File: src/rtl/spi_xfer_arb.sv
// spi_xfer_arb: round-robin arbiter that sequences the byte transfers of four requesters through one SPI engine
module spi_xfer_arb #(
    parameter int TIMEOUT_CYC = 4096
) (
    input  logic        pclk,
    input  logic        prst,
    input  logic [3:0]  req,
    input  logic [31:0] tx_data,
    input  logic [3:0]  tx_last,
    output logic [3:0]  gnt,
    output logic        tx_take,
    output logic [7:0]  rx_data,
    output logic        rx_valid,
    output logic        done,
    output logic        err,
    output logic        busy,
    output logic        eng_cmd,
    output logic        eng_wr,
    output logic        eng_rd,
    output logic [7:0]  eng_din,
    input  logic [7:0]  eng_dout,
    input  logic        eng_irq
);
    typedef enum logic [2:0] {IDLE, SEL, LOAD, WAIT, READ, DESEL} state_t;
    state_t      state;
    logic [1:0]  idx;
    logic [1:0]  last_w;
    logic [1:0]  win;
    logic [15:0] cnt;
    logic        last;
    logic        abort;
    // scan downward so the nearest requester after last_w is the final assignment
    always_comb begin
        win = last_w;
        for (int k = 4; k >= 1; k--)
            if (req[last_w + 2'(k)]) win = last_w + 2'(k);
    end
    always_ff @(posedge pclk or negedge prst) begin
        if (!prst) begin
            state    <= IDLE;
            gnt      <= '0;
            idx      <= '0;
            last_w   <= 2'd3;
            cnt      <= '0;
            last     <= 1'b0;
            abort    <= 1'b0;
            rx_data  <= '0;
            rx_valid <= 1'b0;
            done     <= 1'b0;
            err      <= 1'b0;
        end else begin
            rx_valid <= 1'b0;
            done     <= 1'b0;
            err      <= 1'b0;
            case (state)
                IDLE: if (|req) begin
                    gnt    <= 4'b0001 << win;
                    idx    <= win;
                    last_w <= win;
                    state  <= SEL;
                end
                SEL: begin
                    abort <= 1'b0;
                    state <= LOAD;
                end
                LOAD: begin
                    last  <= tx_last[idx];
                    cnt   <= '0;
                    state <= WAIT;
                end
                WAIT: begin
                    cnt <= (cnt == 16'hFFFF) ? cnt : cnt + 16'd1;
                    if (eng_irq) state <= READ;
                    else if (cnt == 16'(TIMEOUT_CYC - 1)) begin
                        abort <= 1'b1;
                        state <= DESEL;
                    end
                end
                READ: begin
                    rx_data  <= eng_dout;
                    rx_valid <= 1'b1;
                    state    <= last ? DESEL : LOAD;
                end
                DESEL: begin
                    gnt   <= '0;
                    done  <= !abort;
                    err   <= abort;
                    state <= IDLE;
                end
                default: state <= IDLE;
            endcase
        end
    end
    assign busy    = state != IDLE;
    assign eng_cmd = state == SEL || state == DESEL;
    assign eng_wr  = state == LOAD;
    assign eng_rd  = state == READ;
    assign tx_take = state == LOAD;
    assign eng_din = state == SEL ? {4'b0000, gnt} : eng_wr ? tx_data[{idx, 3'b000} +: 8] : 8'h00;
endmodule
File: config.mk
export PLATFORM = sky130hd
export DESIGN_NAME = spi_xfer_arb
export DESIGN_NICKNAME = d
export VERILOG_FILES = /design/src/rtl/spi_xfer_arb.sv
export SDC_FILE = /design/constraint.sdc
export NUM_CORES = 1
export LEC_CHECK = 0
export BUFFER_PORTS_ARGS = -buffer_cell sky130_fd_sc_hd__buf_2
export CELL_PAD_IN_SITES_DETAIL_PLACEMENT = 1
export CELL_PAD_IN_SITES_GLOBAL_PLACEMENT = 2
export CORE_ASPECT_RATIO = 1.2
export CORE_UTILIZATION = 30
export DETAILED_ROUTE_END_ITERATION = 10
export HOLD_SLACK_MARGIN = 0.02
export MAX_ROUTING_LAYER = met4
export PLACE_DENSITY = 0.82
export SYNTH_ARGS = -nofsm -noshare
export SYNTH_HDL_FRONTEND = slang
export SYNTH_SLANG_ARGS = --single-unit
File: constraint.sdc
create_clock -name pclk -period 2.01 [get_ports pclk]
set_clock_uncertainty 0.1 [all_clocks]
set_input_delay 0.201 -clock pclk [delete_from_list [all_inputs] [get_ports pclk]]
set_output_delay 0.201 -clock pclk [all_outputs]
set_load 0.02 [all_outputs]
==> summary.txt <==
Critical path
  – Crit path DAT: 1690 ps
  – R2r endpoint: cnt[0]
  – First element of the critical path: idx[0]
  – Worst Reg2Reg Path Length in Cells: 6
  – Critical path endpoint category: primary output
  – Setup crit end: eng_din[0]
  – R2R setup slack: 100 ps
  – CP startpoint kind: flip-flop
  – RR Startpoint: cnt[1]
  – CP Max Fanout: 6
  – Worst path required time: 1710 ps
  – CP Class: reg2out

Die
  – Cell Rows: 34
  – # IOs: 79
  – Initial Utilization: 0.312
  – Die ar.: 7970 sq um
  – Die width: 81.6 um
  – Die Y: 97.6 um
  – Placeable Area: 7320 sq um

Route
  – Detail Route Antenna Nets: 0
  – First DRT Iteration DRCs: 66
  – Vias per inst: 5.22
  – Vias: 2095
  – DRC: 0
  – Post-Route WL: 6.54 mm
  – Drt wl/cell: 16.3 um
  – Pre-antenna DRT Iters: 4

Global route
  – Largest net degree at the start of global routing: 41
  – Initial antenna violation count: 0
  – Gr ovfl total: 0
  – Vias in the first global route: 2148
  – First-pass GRT wire length: 10.7 mm
  – GRT Total Usage: 0.179

STA
  – Slew margin rel.: 0.544
  – Final setup fails: 0
  – WHS: 34.4 ps
  – Worst-Margin Slew: 678 ps
  – Unrepaired setup endpoints after global routing: yes
  – Period minus WS final: 1990 ps
  – Final Hold Fails: 0
  – Setup TNS: 0 ps
  – Crit share post-route: 0.991
  – Final setup margin: 18.8 ps
  – F_max: 502 MHz
  – Max Slew Vio Count: 0

Place
  – GP Congestion: 0.801
  – IO Port Bufs: 78
  – Dpl ws: 56.2 ps
  – DP HPWL: 4.93 mm

Logic synthesis
  – Ys Warns: 0
  – Net Count, Synth: 273
  – Syn Inst Count: 221
  – Ys flop type: dfrtp_1
  – Post-synth ARST share: 1.00
  – Post-synthesis sequential area ratio: 0.439
  – #FFs+latches synth: 40
  – EDFF count, synth: 0
  – Syn avg cell area: 10.3 sq um
  – Netlist cell types: 52
  – Post-Syn Area: 2280 sq um

Clocking
  – Cts bufs inserted: 5
  – TritonCTS clock tree: done
  – Reg clk slew, reported paths: 90 ps
  – Clk_lat worst skew: 300 ps
  – Clock root buffer: clkbuf_8
  – Clock sinks: 40
  – Clock Path Buffers: 2
  – Number of H-tree levels: 2

Power
  – Peak supply drop: 0.662 mV
  – Tot Pwr: 4.02 mW
  – P per Cell Area: 1310 nW/um^2
  – Leakage: 1.43 nW

Finish
  – Layout cells sized above 1: 0.463
  – Antenna Cells: 0
  – Most frequent cells in the layout: 74 x buf_2, 35 x dfrtp_1, 23 x nand2_1
  – # nets final: 362
  – Leading cell type in the layout, fill and taps excluded: buf_2
  – Area Overhead vs Synth: 34.5%

Worst hold path
  – Tightest Hold Check Type: in2reg

Status
  – Status: finished clean

Run
  – Max_cap viols: 0
area by class of cell:
type | instances | area (sq um)
inverter | 7 | 30.0
clock inverter | 2 | 38.8
tap | 90 | 113
sequential | 40 | 1010
fill | 873 | 4250
clock buffer | 6 | 82.6
timing repair buffer | 91 | 523
multi-input combinational | 165 | 1280
registers in the layout, summed over array words and instances (netlist names):
signal,count
last,1
state,3
rx_data,8
abort,1
idx,2
cnt,16
gnt,4
err,1
last_w,2
done,1
rx_valid,1
cells in the mapped netlist (2+ instances only):
| library cell | n | area, sq um |
|---|---|---|
| inv_1 | 7 | 26.3 |
| and4_4 | 2 | 22.5 |
| a21oi_1 | 11 | 55.1 |
| or4_1 | 2 | 15.0 |
| nand3_1 | 6 | 30.0 |
| dfrtp_1 | 38 | 951 |
| nand2_1 | 23 | 86.3 |
| and3_1 | 7 | 43.8 |
| buf_4 | 2 | 15.0 |
| nor2_1 | 23 | 86.3 |
| o211ai_1 | 5 | 37.5 |
| clkbuf_1 | 2 | 7.51 |
| nand3b_1 | 2 | 15.0 |
| nand2b_1 | 3 | 18.8 |
| o21ai_0 | 13 | 65.1 |
| or3_1 | 4 | 25.0 |
| mux2_2 | 8 | 90.1 |
| nor4_1 | 2 | 12.5 |
| buf_2 | 4 | 20.0 |
| a31oi_1 | 2 | 12.5 |
| mux4_2 | 9 | 203 |
| dfstp_2 | 2 | 52.6 |
| nand4_1 | 2 | 12.5 |
| xor2_1 | 8 | 70.1 |
| a22oi_1 | 4 | 30.0 |
| o21a_1 | 2 | 15.0 |
| nor3_1 | 3 | 15.0 |
power breakdown:
group          total, mW  internal, mW  leakage (nW)  switching (mW)
combinational       2.02         0.902         0.853            1.12
sequential          1.30          1.05         0.515           0.248
clock              0.703         0.406        0.0614           0.297
routing by layer:
metal,routed length [um],vias to the layer above,track usage
li1,-,992,-
met4,77,0,0.0445
met3,193,8,0.0235
met1,2800,1052,0.221
met5,0,-,-
met2,3470,43,0.304
stage by stage:
stage / util / instance area [sq um] / cells
2_1_floorplan: - / 2280 / 221
3_3_place_gp: 0.384 / 2810 / 389
3_5_place_dp: 0.384 / 2810 / 389
4_1_cts: 0.405 / 2960 / 400
5_1_grt: 0.420 / 3070 / 401
6_report: 0.420 / 3070 / 401
logic make-up after synthesis:
| group | Yosys count | synth area share |
|---|---|---|
| flip-flops | 40 | 0.439 |
| AO/OA/AOI/OAI | 45 | 0.132 |
| XOR/XNOR | 8 | 0.0307 |
| buffers and inverters | 17 | 0.0340 |
| AND/OR/NAND/NOR | 92 | 0.226 |
| adder cells (fa/ha/maj) | 1 | 0.00548 |
| multiplexers | 18 | 0.133 |
critical path, cell delays in order (launching register included):
cell and delay (ps):
dfrtp_1 380, buf_6 150, mux4_2 530, a22oi_2 130, nor2_1 50, buf_2 150
timing repair:
item | in CTS | in global routing
hold buffers | 1 | 0
pin swaps | 0 | 8
resized for setup | 2 | 25
setup endpoints to repair | 6 | 16
gates cloned | 0 | 1
setup buffers | 2 | 0
hold endpoints to repair | 38 | 0
how the worst min path moves through the flow:
stage,start,endpoint,depth (start not counted)
2_1_floorplan,prst,abort,0
3_3_place_gp,prst,cnt[11],2
3_5_place_dp,prst,cnt[9],2
4_1_cts,eng_dout[3],rx_data[3],2
5_1_grt,eng_dout[3],rx_data[3],2
6_report,eng_dout[3],rx_data[3],2
No activity file was read; power rests on OpenSTA's default activity.
